$ cat src/rtl/vga_timing_pkg.sv
// Shared raster constants and receiver FSM encoding for the TinyVGA PMOD receive path.
package vga_timing_pkg;

  localparam int H_START     = 144;
  localparam int H_ACTIVE    = 640;
  localparam int V_START     = 35;
  localparam int V_ACTIVE    = 480;
  localparam int H_TOTAL     = 800;
  localparam int V_TOTAL     = 525;
  localparam int LOCK_FRAMES = 2;
  localparam logic SYNC_POL  = 1'b0;

  localparam logic [9:0] H_START_C  = 10'(H_START);
  localparam logic [9:0] H_ACTIVE_C = 10'(H_ACTIVE);
  localparam logic [9:0] V_START_C  = 10'(V_START);
  localparam logic [9:0] V_ACTIVE_C = 10'(V_ACTIVE);
  localparam logic [9:0] H_MIN_C    = 10'(H_START + H_ACTIVE);
  localparam logic [9:0] CNT_MAX    = 10'd1023;

  // LOCK_FRAMES identical measurements means LOCK_FRAMES-1 repeats of the first one.
  localparam logic [1:0] LOCK_REPEATS = 2'(LOCK_FRAMES - 1);

  typedef enum logic [1:0] {
    ST_SEARCH = 2'd0,
    ST_TRACK  = 2'd1,
    ST_LOCKED = 2'd2
  } rx_state_t;

  function automatic logic in_range(input logic [9:0] v, input logic [9:0] lo,
                                    input logic [9:0] len);
    return (v >= lo) && (v < lo + len);
  endfunction

endpackage

$ cat src/rtl/sync_edge_det.sv
// Registers one sync pin and flags the cycle where it first shows the active level.
module sync_edge_det
  import vga_timing_pkg::*;
#(
  parameter logic POL = SYNC_POL
) (
  input  logic clk,
  input  logic rst_n,
  input  logic i_sync,
  output logic o_edge
);

  logic r_level;
  logic r_prev;

  always_ff @(posedge clk) begin
    if (!rst_n) begin
      r_level <= 1'b0;
      r_prev  <= 1'b0;
    end else begin
      r_level <= i_sync;
      r_prev  <= r_level;
    end
  end

  assign o_edge = (r_level == POL) && (r_prev != POL);

endmodule

$ cat src/rtl/vga_pmod_receiver.sv
// TinyVGA PMOD receiver: recovers sync timing, locks to the raster, regenerates
// pixel coordinates/colour two clocks after the pins and checksums each locked frame.
module vga_pmod_receiver
  import vga_timing_pkg::*;
(
  input  logic        clk,
  input  logic        rst_n,
  input  logic [7:0]  vga_in,
  output logic [9:0]  rx_x,
  output logic [9:0]  rx_y,
  output logic        rx_active,
  output logic [1:0]  rx_r,
  output logic [1:0]  rx_g,
  output logic [1:0]  rx_b,
  output logic        locked,
  output logic [9:0]  h_total,
  output logic [9:0]  v_total,
  output logic [15:0] frame_sum,
  output logic        frame_done,
  output logic [1:0]  dbg_state
);

  logic        w_hs_edge;
  logic        w_vs_edge;
  logic [5:0]  r_col;
  logic [9:0]  r_hcnt;
  logic [9:0]  r_vcnt;
  logic [9:0]  r_h_total;
  logic [9:0]  r_v_total;
  logic [9:0]  r_prev_h;
  logic [9:0]  r_prev_v;
  logic [1:0]  r_match;
  logic [15:0] r_acc;
  logic [15:0] r_frame_sum;
  logic        r_frame_done;
  logic [9:0]  r_rx_x;
  logic [9:0]  r_rx_y;
  logic        r_rx_active;
  logic [5:0]  r_rx_col;
  rx_state_t   r_state;
  rx_state_t   w_state_nxt;
  logic [1:0]  w_match_nxt;
  logic [1:0]  w_match_inc;
  logic        w_frame_ok;
  logic [9:0]  w_hcnt_inc;
  logic [9:0]  w_vcnt_inc;
  logic [9:0]  w_hcnt;
  logic [9:0]  w_vcnt;
  logic        w_same;
  logic        w_active;

  sync_edge_det #(.POL(SYNC_POL)) u_hsync (
    .clk    (clk),
    .rst_n  (rst_n),
    .i_sync (vga_in[7]),
    .o_edge (w_hs_edge)
  );

  sync_edge_det #(.POL(SYNC_POL)) u_vsync (
    .clk    (clk),
    .rst_n  (rst_n),
    .i_sync (vga_in[3]),
    .o_edge (w_vs_edge)
  );

  // Colour kept as {R1,R0,G1,G0,B1,B0}, aligned with the registered syncs.
  always_ff @(posedge clk) begin
    if (!rst_n) r_col <= 6'd0;
    else        r_col <= {vga_in[0], vga_in[4], vga_in[1], vga_in[5], vga_in[2], vga_in[6]};
  end

  assign w_hcnt_inc = (r_hcnt == CNT_MAX) ? CNT_MAX : r_hcnt + 10'd1;
  assign w_vcnt_inc = (r_vcnt == CNT_MAX) ? CNT_MAX : r_vcnt + 10'd1;
  assign w_hcnt     = w_hs_edge ? 10'd0 : w_hcnt_inc;
  assign w_vcnt     = w_vs_edge ? 10'd0 : (w_hs_edge ? w_vcnt_inc : r_vcnt);
  assign w_same     = (r_h_total == r_prev_h) && (r_vcnt == r_prev_v);
  assign w_match_inc = r_match + 2'd1;

  always_ff @(posedge clk) begin
    if (!rst_n) begin
      r_hcnt    <= 10'd0;
      r_vcnt    <= 10'd0;
      r_h_total <= 10'd0;
      r_v_total <= 10'd0;
      r_prev_h  <= 10'd0;
      r_prev_v  <= 10'd0;
    end else begin
      r_hcnt <= w_hcnt;
      r_vcnt <= w_vcnt;
      if (w_hs_edge) r_h_total <= w_hcnt_inc;
      if (w_vs_edge) begin
        r_v_total <= r_vcnt;
        r_prev_h  <= r_h_total;
        r_prev_v  <= r_vcnt;
      end
    end
  end

  always_comb begin
    w_state_nxt = r_state;
    w_match_nxt = r_match;
    w_frame_ok  = 1'b0;
    unique case (r_state)
      ST_SEARCH: begin
        if (w_vs_edge) begin
          w_state_nxt = ST_TRACK;
          w_match_nxt = 2'd0;
        end
      end
      ST_TRACK: begin
        if (w_vs_edge) begin
          if (w_same && (r_h_total >= H_MIN_C)) begin
            w_match_nxt = w_match_inc;
            if (w_match_inc >= LOCK_REPEATS) w_state_nxt = ST_LOCKED;
          end else begin
            w_match_nxt = 2'd0;
          end
        end
      end
      ST_LOCKED: begin
        if ((w_hs_edge && (w_hcnt_inc != r_h_total)) ||
            (w_vs_edge && (r_vcnt != r_v_total))) begin
          w_state_nxt = ST_SEARCH;
        end else if (w_vs_edge) begin
          w_frame_ok = 1'b1;
        end
      end
      default: w_state_nxt = ST_SEARCH;
    endcase
    // A missing hsync overrides everything: the raster is gone.
    if (w_hcnt == CNT_MAX) begin
      w_state_nxt = ST_SEARCH;
      w_frame_ok  = 1'b0;
    end
  end

  always_ff @(posedge clk) begin
    if (!rst_n) begin
      r_state <= ST_SEARCH;
      r_match <= 2'd0;
    end else begin
      r_state <= w_state_nxt;
      r_match <= w_match_nxt;
    end
  end

  assign w_active = (r_state == ST_LOCKED) &&
                    in_range(w_hcnt, H_START_C, H_ACTIVE_C) &&
                    in_range(w_vcnt, V_START_C, V_ACTIVE_C);

  always_ff @(posedge clk) begin
    if (!rst_n) begin
      r_rx_x      <= 10'd0;
      r_rx_y      <= 10'd0;
      r_rx_active <= 1'b0;
      r_rx_col    <= 6'd0;
    end else begin
      r_rx_active <= w_active;
      r_rx_x      <= w_active ? w_hcnt - H_START_C : 10'd0;
      r_rx_y      <= w_active ? w_vcnt - V_START_C : 10'd0;
      r_rx_col    <= w_active ? r_col : 6'd0;
    end
  end

  // Accumulator restarts every frame; only frames that stay locked are published.
  always_ff @(posedge clk) begin
    if (!rst_n) begin
      r_acc        <= 16'd0;
      r_frame_sum  <= 16'd0;
      r_frame_done <= 1'b0;
    end else begin
      r_frame_done <= w_frame_ok;
      if (w_frame_ok) r_frame_sum <= r_acc;
      if (w_vs_edge)     r_acc <= 16'd0;
      else if (w_active) r_acc <= r_acc + {10'd0, r_col};
    end
  end

  assign rx_x       = r_rx_x;
  assign rx_y       = r_rx_y;
  assign rx_active  = r_rx_active;
  assign rx_r       = r_rx_col[5:4];
  assign rx_g       = r_rx_col[3:2];
  assign rx_b       = r_rx_col[1:0];
  assign locked     = (r_state == ST_LOCKED);
  assign h_total    = r_h_total;
  assign v_total    = r_v_total;
  assign frame_sum  = r_frame_sum;
  assign frame_done = r_frame_done;
  assign dbg_state  = r_state;

endmodule
$ cat config.mk
export PLATFORM = sky130hd
export DESIGN_NAME = vga_pmod_receiver
export DESIGN_NICKNAME = d
export VERILOG_FILES = /design/src/rtl/vga_timing_pkg.sv /design/src/rtl/sync_edge_det.sv /design/src/rtl/vga_pmod_receiver.sv
export SDC_FILE = /design/constraint.sdc
export NUM_CORES = 1
export LEC_CHECK = 0
export ABC_CLOCK_PERIOD_IN_PS = 3700
export CAP_MARGIN = 10
export CELL_PAD_IN_SITES_DETAIL_PLACEMENT = 0
export CELL_PAD_IN_SITES_GLOBAL_PLACEMENT = 1
export CORE_MARGIN = 5
export CORE_UTILIZATION = 40
export CTS_CLUSTER_DIAMETER = 80
export DETAILED_ROUTE_END_ITERATION = 8
export PLACE_DENSITY_LB_ADDON = 0.05
export SETUP_SLACK_MARGIN = 0.4
export SYNTH_ARGS = -nofsm -noshare
export SYNTH_HDL_FRONTEND = slang
export SYNTH_SLANG_ARGS = --single-unit
$ cat constraint.sdc
create_clock -name clk -period 3.7 [get_ports clk]
set_input_delay 1.11 -clock clk [delete_from_list [all_inputs] [get_ports clk]]
set_output_delay 1.11 -clock clk [all_outputs]
set_load 0.005 [all_outputs]
Word-level counts from Yosys, hierarchy flattened --
Index checks and enable logic that the tools add are counted.
Cells by class: bitwise operators 3, multiplexer cells 19, reduce and logical (&&, ||, !) cells 18, equality and inequality tests 14, $add $sub $neg 6, order comparisons 6
Operators with widths (number):
- 2-to-1 mux 10 bit | 5
- equality test 10 bit, second input constant | 3
- adder 10 x 1 -> 10 bit, second input constant | 2
- equality test 10 bit | 2
- < comparator 10 bit, second input constant | 2
- != test 10 bit | 2
- adder 16 x 6 -> 16 bit | 1
- 2-to-1 mux 2 bit | 8
- greater-or-equal comparator 10 bit, second input constant | 1
- greater-or-equal comparator 10 x 6 -> 1 bit, second input constant | 1
- greater-or-equal comparator 10 x 8 -> 1 bit, second input constant | 1
- logical AND 1 bit | 10
- subtractor 10 x 6 -> 10 bit, second input constant | 1
- subtractor 10 x 8 -> 10 bit, second input constant | 1
- != test 2 bit, second input constant | 4
- case mux 2 bit (3 select lines) | 1
- AND reduction 5 bit | 1
- 2-to-1 mux 1 bit | 4
- case mux 2 bit (2 select lines) | 1
- OR reduction 2 bit | 2
- NOT 1 bit | 3
- AND reduction 3 bit | 1
- adder 2 x 1 -> 2 bit, second input constant | 1
- equality test 2 x 1 -> 1 bit, second input constant | 1
- other kinds (7) | 7
Storage, ports and cells: logic and storage cells 85, input bits 10, register bits 124, output and inout port bits 67

Logic depth before layout (Yosys ltp) --
Gate-level depths: netlist (run 1).
depth in word-level cells 8, depth in mapped cells 15, gate-level depth less buffers 13

Cells and area by module --
Synthesis (run 1) repeated with hierarchy kept, for this count alone.
Second synthesis, totals: cells, all modules 739, area total of the unflattened synthesis 6453.7 µm²
Modules (own cells, without submodules):
- vga_pmod_receiver | area an instance 6328.6 µm², seq. area each 2402.3 µm², cells each 729, times used 1
- sync_edge_det | area an instance 62.6 µm², seq. area each 40.0 µm², cells each 5, times used 2

Worst setup path after synthesis (run 1) --
No wires, ideal clock.
kind reg-to-reg, start point register r_hcnt[1], end point register r_acc[13], buffers on the path 1, data required time 3.629 ns, library setup time 0.071 ns, slack 0.253 ns, stages on the path, launching flop included 13, arrival 3.377 ns, clock period less this slack 3.447 ns, cell sequence dfxtp_1 > ha_1 > nand3_1 > or3_1 > buf_2 > a41o_2 > or2_2 > ha_1 > a31o_1 > a311oi_2 > o2111ai_2 > or4_1 > a21oi_1
On the way: cells in the longest elaborated chain, start to end 7, elaborated cells on any way between the ends 9, those cells by class add/sub (1); order compare (2); eq/ne (1); mux (2); reduce/logical (3)
Ends and longest elaborated chain:
- start: declaration | line vga_pmod_receiver.sv:26 | logic [9:0] r_hcnt;
- start signal: assignment | line vga_pmod_receiver.sv:88 | r_hcnt <= w_hcnt;
- adder 10 x 1 -> 10 bit or equality test 10 bit (tied branches) | line vga_pmod_receiver.sv:72 | assign w_hcnt_inc = (r_hcnt == CNT_MAX) ? CNT_MAX : r_hcnt + 10'd1;
- 2-to-1 mux 10 bit (*) | line vga_pmod_receiver.sv:72
- 2-to-1 mux 10 bit (*) | line vga_pmod_receiver.sv:74 | assign w_hcnt = w_hs_edge ? 10'd0 : w_hcnt_inc;
- greater-or-equal comparator 10 x 8 -> 1 bit or < comparator 10 bit (tied branches) | line vga_timing_pkg.sv:31 | return (v >= lo) && (v < lo + len);
- logical AND 1 bit (*) | line vga_timing_pkg.sv:31
- logical AND 1 bit (*) | line vga_pmod_receiver.sv:147 | assign w_active = (r_state == ST_LOCKED) &&
- logical AND 1 bit (*) | line vga_pmod_receiver.sv:148 | in_range(w_hcnt, H_START_C, H_ACTIVE_C) &&
- end signal: assignment | line vga_pmod_receiver.sv:175 | else if (w_active) r_acc <= r_acc + {10'd0, r_col};
- end: declaration | line vga_pmod_receiver.sv:33 | logic [15:0] r_acc;
Every way passes the cells marked *; elsewhere a longest branch is shown, timed or not. A chain may end at the register's enable or synchronous reset.

Final worst setup path (run 1) --
Ends and elaborated chain as after synthesis.

==> impl_metrics.ini, run 1 <==
[timing]
finalSetupTns_ps = 0
period_share_pct = 88.6
finalHoldViolCount = 0
holdWs_ps = 458
max_slew_margin_pct = 49.3
skew_ps = 4.14
rsz0062_at_grt = yes
max_slew.worst_pin.slew_ps = 761
max_freq_ghz = 0.305
final-setup-viol-count = 0
finalMaxSlewViolations = 0
setup_ws_ps = 422
fin_crit_ps = 3280

[critical_path]
cp_max_fo = 6
end_kind = register
cp_top_family = compound AO/OA/AOI/OAI gates
cpMaxStageDelayCell = a311oi_4
reg2reg_to = r_acc[13]$_SDFFE_PP0P_
cp_num_buf_inv = 2
r2r_slack_ps = 420
cp_data_required_time_ps = 4000
cp-start-kind = register
critPathKind = reg2reg
r2r_cells = 13
r2r-start = r_hcnt[1]$_SDFF_PN0_
cp_cell_sequence = ha_4, nand3_4, or3_4, a41o_4, or2_4, ha_4, a31o_1, a311oi_4, o2111ai_4, buf_4, buf_4, o31ai_2, a21oi_2
cp.arrival_ps = 3580
cpPeakStageDelay_ps = 370

[place]
place_ws_ps = 192
dpl_cell_area_um2 = 6630
io_buffer_count = 76
routabilityCongestion = 0.886
dp_hpwl_um = 10600

[die]
initial_utilization_pct = 40.9
die_x_um = 129
die-height_um = 129
ioPinCount = 77
rows = 43
die_area_um2 = 16700
core_area_um2 = 13900

[synth]
yosysMostFrequentCell = dfxtp_1
async_reset_ff_share_pct = 0
avgSynthCellArea_um2 = 8.46
synth_area_um2 = 5700
synth_top_area_share_pct = 43.6
ys_seq_area_share_pct = 43.6
syn-num-nets = 697
synth_area_leaders = dfxtp_1 (44%), a21oi_1 (6.5%), nand2_1 (4.9%)
ys_ff_latch = 124
synth_edf_count = 0
synth_ff_type = dfxtp_1
yosysTopAreaCell = dfxtp_1
ys.warnings.count = 0
ys_top_cells_by_count = dfxtp_1 (124), a21oi_1 (74), nand2_1 (74)
ys_types = 66
netlist_instances = 673

[finish]
area_growth_pct = 30.7
num_antenna_cells = 0
post-route-util_pct = 53.4
fin_nets = 775
stdcell_area_um2 = 7450
drive_gt1_share_pct = 13.5

[clock_network]
clock_latency_ps = 420
clock-sinks = 124
cts_max_path_buffers = 2
clk_pin_slew_ps = 50
cts_tree = yes
htree_levels = 4
cts_root_buffer = clkbuf_16
cts_buffers = 17

[detailed_routing]
wl_um = 15500
wl_per_cell_um = 16.4
route.detailed.drc = 0
via_per_inst = 5.38
drt_iter0_drc = 298
ant_nets = 0
vias = 5070
dr.pass1.iters = 4

[min_path]
holdPathEnd = r_prev_h[8]$_SDFFE_PN0P_
hold_depth = 2
hold_path.class = reg2reg
min_from = r_prev_h[8]$_SDFFE_PN0P_

[grt]
grtUsageTotal_pct = 19.0
grt-ovfl-total = 0
grt_pass1_wl_um = 25100
antenna_found_initial = 0
grt_max_degree = 48
grt_pass1_vias = 4869

[power]
vdd_drop_max_mv = 0.282
p_per_area_nw_per_um2 = 407
leakage_nw = 2.69

[outcome]
status = finished clean

[run]
maxCapViolCount = 0
metrics by stage:
stage / instances / power [mW]
floorplan: 673 / 1.46
CTS: 935 / 3.06
global placement: 901 / 1.51
detailed placement: 901 / 1.51
finish: 943 / 3.03
global route: 943 / 3.14
power by group:
group	total, mW	internal (mW)	switching, mW
logic	0.126	0.0512	0.0743
clock network	1.54	0.966	0.571
registers	1.36	1.35	0.0160
layout by cell type, fill, tap and decap left out, types with 6 or more instances in the layout:
master / Yosys / final
inv_1: 13 / 13
and2_1: 21 / 21
nand3_1: 33 / 31
a21oi_1: 74 / 71
xor2_1: 15 / 15
dfxtp_1: 124 / 114
o31ai_1: 8 / 7
clkdlybuf4s50_1: 0 / 76
buf_4: 0 / 26
nor2_1: 60 / 59
clkbuf_16: 0 / 17
o21ai_1: 16 / 15
o21ai_0: 20 / 20
and3_1: 9 / 8
ha_1: 13 / 10
nand4_1: 9 / 9
nor3_1: 9 / 9
a211oi_1: 7 / 7
nand2_1: 74 / 73
xnor2_1: 29 / 29
nand2b_1: 7 / 7
or4_1: 7 / 6
dfxtp_2: 0 / 8
worst max-delay path by stage:
stage | slack [ps] | from | end | cells past startpoint
final | 420 | r_hcnt[1]$_SDFF_PN0_ | r_acc[13]$_SDFFE_PP0P_ | 13
after global placement | 290 | r_hcnt[7]$_SDFF_PN0_ | r_acc[13]$_SDFFE_PP0P_ | 12
after floorplan | 400 | r_hcnt[1]$_SDFF_PN0_ | r_acc[13]$_SDFFE_PP0P_ | 12
after detailed placement | 190 | r_hcnt[1]$_SDFF_PN0_ | r_acc[13]$_SDFFE_PP0P_ | 11
after CTS | 400 | r_hcnt[1]$_SDFF_PN0_ | r_acc[13]$_SDFFE_PP0P_ | 11
after global routing | 240 | r_hcnt[1]$_SDFF_PN0_ | r_acc[13]$_SDFFE_PP0P_ | 15
kinds of logic after synthesis:
logic type / synth area share [%]
fa+ha+maj: 3.21
simple gates: 22.5
compound gates: 18.6
buf+inv: 4.37
flops: 43.6
xor+xnor: 6.77
mux: 1.01
worst min-delay path: cells and delay by family (launching register included):
kind	cells	cell delay (ps)
flops	1	310
compound gates	1	50
simple gates	1	50
metal layers:
| metal | global-route usage, % | up-vias | routed length (um) |
|---|---|---|---|
| met4 | 6.73 | 0 | 263 |
| met3 | 4.86 | 19 | 855 |
| met5 | 0 | - | 0 |
| met2 | 29.9 | 118 | 7170 |
| met1 | 25.5 | 2400 | 7170 |
| li1 | - | 2533 | - |
registers in the layout, summed over array words and instances (netlist names), 10 cells and up:
signal,flops
r_prev_v,10
rx_y,10
h_total,10
r_hcnt,10
r_acc,16
frame_sum,16
r_prev_h,10
r_vcnt,10
rx_x,10
layout make-up:
| type | count | area [um^2] |
|---|---|---|
| inverters | 13 | 48.8 |
| clock inverters | 7 | 65.1 |
| flip-flops and latches | 124 | 2500 |
| multi-input cells | 491 | 3150 |
| repair buffers | 104 | 978 |
| well taps | 180 | 225 |
| fillers | 1329 | 6490 |
| clock buffers | 24 | 482 |
what timing repair did:
action	in CTS	in global routing
setup buffers	3	8
pin swaps	3	11
resized for setup	9	35
hold buffers	0	0
setup endpoints to repair	29	37
Power figures use the tool's default switching activity.
==> run 2: changes to the inputs <==
--- a/config.mk
+++ b/config.mk
@@ -13,6 +13,7 @@
 export CORE_UTILIZATION = 40
 export CTS_CLUSTER_DIAMETER = 80
 export DETAILED_ROUTE_END_ITERATION = 8
+export GPL_TIMING_DRIVEN = 0
 export PLACE_DENSITY_LB_ADDON = 0.05
 export SETUP_SLACK_MARGIN = 0.4
 export SYNTH_ARGS = -nofsm -noshare
==> run 2 against run 1 <==
- cell area is 5.9% higher
- worst setup slack worse by 30 ps
- critical path type unchanged
- critical endpoint unchanged
- total power is 9.7% higher
- via count is 3.6% higher
- worst hold slack better by 7.6 ps
==> impl_metrics.ini, run 2 (synthesis gave the netlist of run 1 again) <==
[timing]
max_slew.worst_pin.slew_ps = 737
rsz0062_at_grt = yes
period_share_pct = 89.4
finalSetupTns_ps = 0
skew_ps = 8.67
final-setup-viol-count = 0
max_freq_ghz = 0.302
setup_ws_ps = 392
max_slew_margin_pct = 50.9
finalHoldViolCount = 0
holdWs_ps = 465
fin_crit_ps = 3310
finalMaxSlewViolations = 0

[critical_path]
cp_num_buf_inv = 1
critPathKind = reg2reg
end_kind = register
r2r_slack_ps = 390
r2r_cells = 14
cp.arrival_ps = 3660
cp_max_fo = 5
r2r-start = r_hcnt[1]$_SDFF_PN0_
cp-start-kind = register
cp_data_required_time_ps = 4050
reg2reg_to = r_acc[13]$_SDFFE_PP0P_
cp_top_family = simple AND/OR/NAND/NOR gates
cpPeakStageDelay_ps = 560
cp_cell_sequence = ha_4, and3_4, buf_6, o211ai_1, nand2_2, nor2_4, ha_4, and4b_1, nand3b_1, a31o_1, a311oi_4, o2111ai_4, or4_4, a21oi_2
cpMostUsedCell = ha_4
cpMaxStageDelayCell = or4_4

[detailed_routing]
via_per_inst = 5.33
drt_iter0_drc = 375
wl_um = 16700
dr.pass1.iters = 5
route.detailed.drc = 0
vias = 5254
ant_nets = 0
wl_per_cell_um = 16.9

[place]
io_buffer_count = 76
dp_hpwl_um = 11700
dp.cells = 929
routabilityCongestion = 0.855
place_ws_ps = -237

[clock_network]
cts_hold_buf = 0
htree_levels = 4
cts_root_buffer = clkbuf_16
clock_latency_ps = 420
cts_max_path_buffers = 2
clock-sinks = 124
cts_tree = yes
clk_pin_slew_ps = 60
cts_buffers = 17

[grt]
grt_pass1_vias = 5055
grt_max_degree = 17
grtUsageTotal_pct = 20.1
antenna_found_initial = 0
grt-ovfl-total = 0
grt_pass1_wl_um = 26200

[finish]
num_antenna_cells = 0
final_common_cell = dfxtp_1
fin_nets = 817
drive_gt1_share_pct = 15.6
area_growth_pct = 38.4
mostFrequentLayoutCells = dfxtp_1 (117), clkdlybuf4s50_1 (76), nand2_1 (73)
final_cells = 986

[power]
p_per_area_nw_per_um2 = 421
seq_power_share_pct = 41.0
combPwrFrac_pct = 4.4
pwr-share-clk_pct = 54.6
vdd_drop_max_mv = 0.260
power.share.switching_pct = 21.2
total_power_mw = 3.32
p_sw_mw = 0.705
leakage_nw = 2.88
power.internal_mw = 2.62

[min_path]
min_from = r_prev_h[2]$_SDFFE_PN0P_
hold_path.class = reg2reg
hold_depth = 2
holdPathEnd = r_prev_h[2]$_SDFFE_PN0P_

[die]
die_area_um2 = 16700
core_area_um2 = 13900
die-height_um = 129
initial_utilization_pct = 40.9
rows = 43
ioPinCount = 77
die_x_um = 129

[outcome]
status = finished clean

[run]
maxCapViolCount = 0
-- run 2: layout make-up --
type                    instances  area, um^2
well taps                     180         225
clock inverters                11         191
plain buffers                  45         262
multi-input cells             492        3250
repair buffers                100         961
flip-flops and latches        124        2490
inverters                      13        48.8
fillers                      1289        6050
clock buffers                  21         450
-- run 2: worst max path at each step --
| stage | cells past startpoint | slack (ps) | end | startpoint |
|---|---|---|---|---|
| floorplan | 12 | 400 | r_acc[13]$_SDFFE_PP0P_ | r_hcnt[1]$_SDFF_PN0_ |
| CTS | 14 | 390 | r_acc[13]$_SDFFE_PP0P_ | r_hcnt[0]$_SDFF_PN0_ |
| global placement | 15 | -230 | rx_y[9]$_SDFF_PN0_ | r_hcnt[1]$_SDFF_PN0_ |
| finish | 14 | 390 | r_acc[13]$_SDFFE_PP0P_ | r_hcnt[1]$_SDFF_PN0_ |
| global route | 14 | 240 | r_acc[13]$_SDFFE_PP0P_ | r_hcnt[1]$_SDFF_PN0_ |
| detailed placement | 15 | -240 | rx_y[9]$_SDFF_PN0_ | r_hcnt[1]$_SDFF_PN0_ |
-- run 2: stage by stage --
stage                     util [%]  area [um^2]
after floorplan                  -         5720
after global placement        48.1         6700
after detailed placement      48.1         6700
after CTS                     54.3         7570
after global routing          56.6         7880
final                         56.6         7880
-- run 2: timing repair --
item	4_1_cts	5_1_grt
resized for setup	32	56
endpoints found under the setup margin	45	51
gates cloned	1	0
endpoints found under the hold margin	0	0
pin swaps	14	17
buffers inserted	8	16
-- run 2: tightest hold or removal path, stage by stage, from the launching register on --
cell and delay, ps:
dfxtp_1 310, nand2_1 50, a21oi_1 50
-- run 2: power by group through the flow --
stage	clock [mW]	combinational, mW	sequential (mW)
3_5_place_dp	0	0.128	1.39
5_1_grt	1.92	0.159	1.36
2_1_floorplan	0	0.0779	1.39
4_1_cts	1.84	0.134	1.36
6_report	1.81	0.145	1.36
3_3_place_gp	0	0.126	1.39
-- run 2: routing by layer --
| metal | vias up | global-route usage [%] | part of all wire (%) |
|---|---|---|---|
| li1 | 2610 | - | - |
| met1 | 2477 | 27.6 | 48 |
| met2 | 145 | 31.3 | 45 |
| met3 | 22 | 4.29 | 5.1 |
| met4 | 0 | 7.29 | 1.5 |
| met5 | - | 0 | 0 |
==> run 3: changes to the inputs <==
--- a/config.mk
+++ b/config.mk
@@ -13,9 +13,10 @@
 export CORE_UTILIZATION = 40
 export CTS_CLUSTER_DIAMETER = 80
 export DETAILED_ROUTE_END_ITERATION = 8
-export GPL_TIMING_DRIVEN = 0
+export GPL_ROUTABILITY_DRIVEN = 0
 export PLACE_DENSITY_LB_ADDON = 0.05
 export SETUP_SLACK_MARGIN = 0.4
 export SYNTH_ARGS = -nofsm -noshare
 export SYNTH_HDL_FRONTEND = slang
 export SYNTH_SLANG_ARGS = --single-unit
+export TNS_END_PERCENT = 1
==> run 3 against run 2 <==
- combinational power is 14% lower
- global-route usage is 1.1 points lower
- via count is 3.6% lower
- flip-flop and latch count stayed put
- sequential share of layout area is 2.3 points higher
- clock power is 15% lower
- critical path type unchanged
- largest cell class unchanged
==> impl_metrics.ini, run 3 (synthesis gave the netlist of run 1 again) <==
[outcome]
status = finished clean

[finish]
layout.area.seq_um2 = 2500
drive_gt1_share_pct = 12.7
fillers = 1340
mostFrequentLayoutCells = dfxtp_1 (114), clkdlybuf4s50_1 (76), nand2_1 (73)
fin_nets = 769
multi_input_area_um2 = 3120
final_common_cell = dfxtp_1
num_antenna_cells = 0
area_growth_pct = 29.4

[detailed_routing]
vias = 5064
dr.pass1.iters = 4
via_per_inst = 5.40
route.detailed.drc = 0
ant_nets = 0
drt_iter0_drc = 281
wl_um = 15400
wl_per_cell_um = 16.4

[clock_network]
cts_buffers = 17
cts_max_path_buffers = 2
cts_root_buffer = clkbuf_16
clk_pin_slew_ps = 50
clock_latency_ps = 420
htree_levels = 4
cts_tree = yes
clock-sinks = 124

[grt]
antenna_found_initial = 0
grt_pass1_wl_um = 25100
grt_max_degree = 48
use_met3_pct = 4.86
grtUsageMet2_pct = 29.9
grt-ovfl-total = 0
top_usage_layer = met2
grt.met1_usage_pct = 25.5
grtUsageTotal_pct = 19.0
grt_pass1_vias = 4869

[critical_path]
crit_start = r_hcnt[1]$_SDFF_PN0_
r2r-start = r_hcnt[1]$_SDFF_PN0_
cp_max_fo = 6
reg2reg_to = r_acc[13]$_SDFFE_PP0P_
cp_cell_sequence = ha_4, nand3_4, or3_4, a41o_4, or2_4, ha_4, a31o_1, a311oi_4, o2111ai_4, buf_4, buf_4, o31ai_2, a21oi_2
cpPeakStageDelay_ps = 370
crit_end = r_acc[13]$_SDFFE_PP0P_
critPathKind = reg2reg
r2r_cells = 13
cp.arrival_ps = 3610
cp-start-kind = register
end_kind = register
cp_data_required_time_ps = 4000
cpMaxStageDelayCell = a311oi_4
r2r_slack_ps = 390

[power]
p_per_area_nw_per_um2 = 411
leakage_nw = 2.66
vdd_drop_max_mv = 0.283

[timing]
finalHoldViolCount = 0
period_share_pct = 89.4
max_freq_ghz = 0.302
max_slew.worst_pin.slew_ps = 764
skew_ps = 4.52
finalSetupTns_ps = 0
finalMaxSlewViolations = 0
final-setup-viol-count = 0
max_slew_margin_pct = 49.1
rsz0062_at_grt = yes
fin_crit_ps = 3310
holdWs_ps = 458

[run]
maxCapViolCount = 0

[die]
die_x_um = 129
ioPinCount = 77
die_area_um2 = 16700
rows = 43
initial_utilization_pct = 40.9
die-height_um = 129
core_area_um2 = 13900

[min_path]
min_from = r_prev_h[8]$_SDFFE_PN0P_
hold_path.class = reg2reg

[place]
io_buffer_count = 76
dp_hpwl_um = 10600
-- run 3: cell count changes in the layout (fill, tap and decap cells not counted), moves of 4 or more --
cell       previous run  this run
buf_6                 8         2
bufinv_16             5         1
clkbuf_1             24         4
clkbuf_2              6         0
-- run 3: how the worst min path moves through the flow --
stage / endpoint / slack, ps / depth (start not counted)
floorplan: r_prev_h[8]$_SDFFE_PN0P_ / 440 / 2
global placement: r_prev_h[8]$_SDFFE_PN0P_ / 440 / 2
detailed placement: r_prev_h[8]$_SDFFE_PN0P_ / 450 / 2
CTS: r_prev_h[8]$_SDFFE_PN0P_ / 460 / 2
global route: r_prev_h[7]$_SDFFE_PN0P_ / 480 / 2
finish: r_prev_h[8]$_SDFFE_PN0P_ / 460 / 2
-- run 3: area by class of cell --
cell class                 instances  area share (%)
tap                              180            3.06
multi-input combinational        491            42.3
clock buffer                      24            6.54
clock inverter                     7           0.883
timing repair buffer              98            12.7
inverter                          13           0.662
sequential                       124            33.9
-- run 3: critical path, delay by kind of cell, from the launching register on --
family          cells  cell delay (ps)
buf+inv             2              310
simple gates        3              710
flops               1              360
compound gates      6             1460
fa+ha+maj           2              340
-- run 3: report_power, final --
group	total (mW)	internal, mW	switching [mW]
clock network	1.54	0.966	0.571
logic	0.125	0.0512	0.0742
registers	1.37	1.35	0.0162
-- run 3: per-layer routing --
layer | part of all wire (%) | vias to the layer above
li1 | - | 2519
met1 | 47 | 2409
met2 | 47 | 121
met3 | 5.4 | 15
met4 | 1.4 | 0
met5 | 0 | -
-- run 3: what timing repair did --
action,4_1_cts,5_1_grt
setup buffers,3,2
resized for setup,9,30
pin swaps,3,8
endpoints found under the setup margin,29,37
hold buffers,0,0
-- run 3: stage by stage --
stage	cells	total power [mW]	setup slack [ps]	util (%)	instance area, um^2
after floorplan	673	1.46	404	-	5720
after global placement	901	1.51	293	47.6	6630
after detailed placement	901	1.51	192	47.6	6630
after CTS	935	3.06	401	52.0	7250
after global routing	937	3.14	249	52.9	7370
final	937	3.03	394	52.9	7370
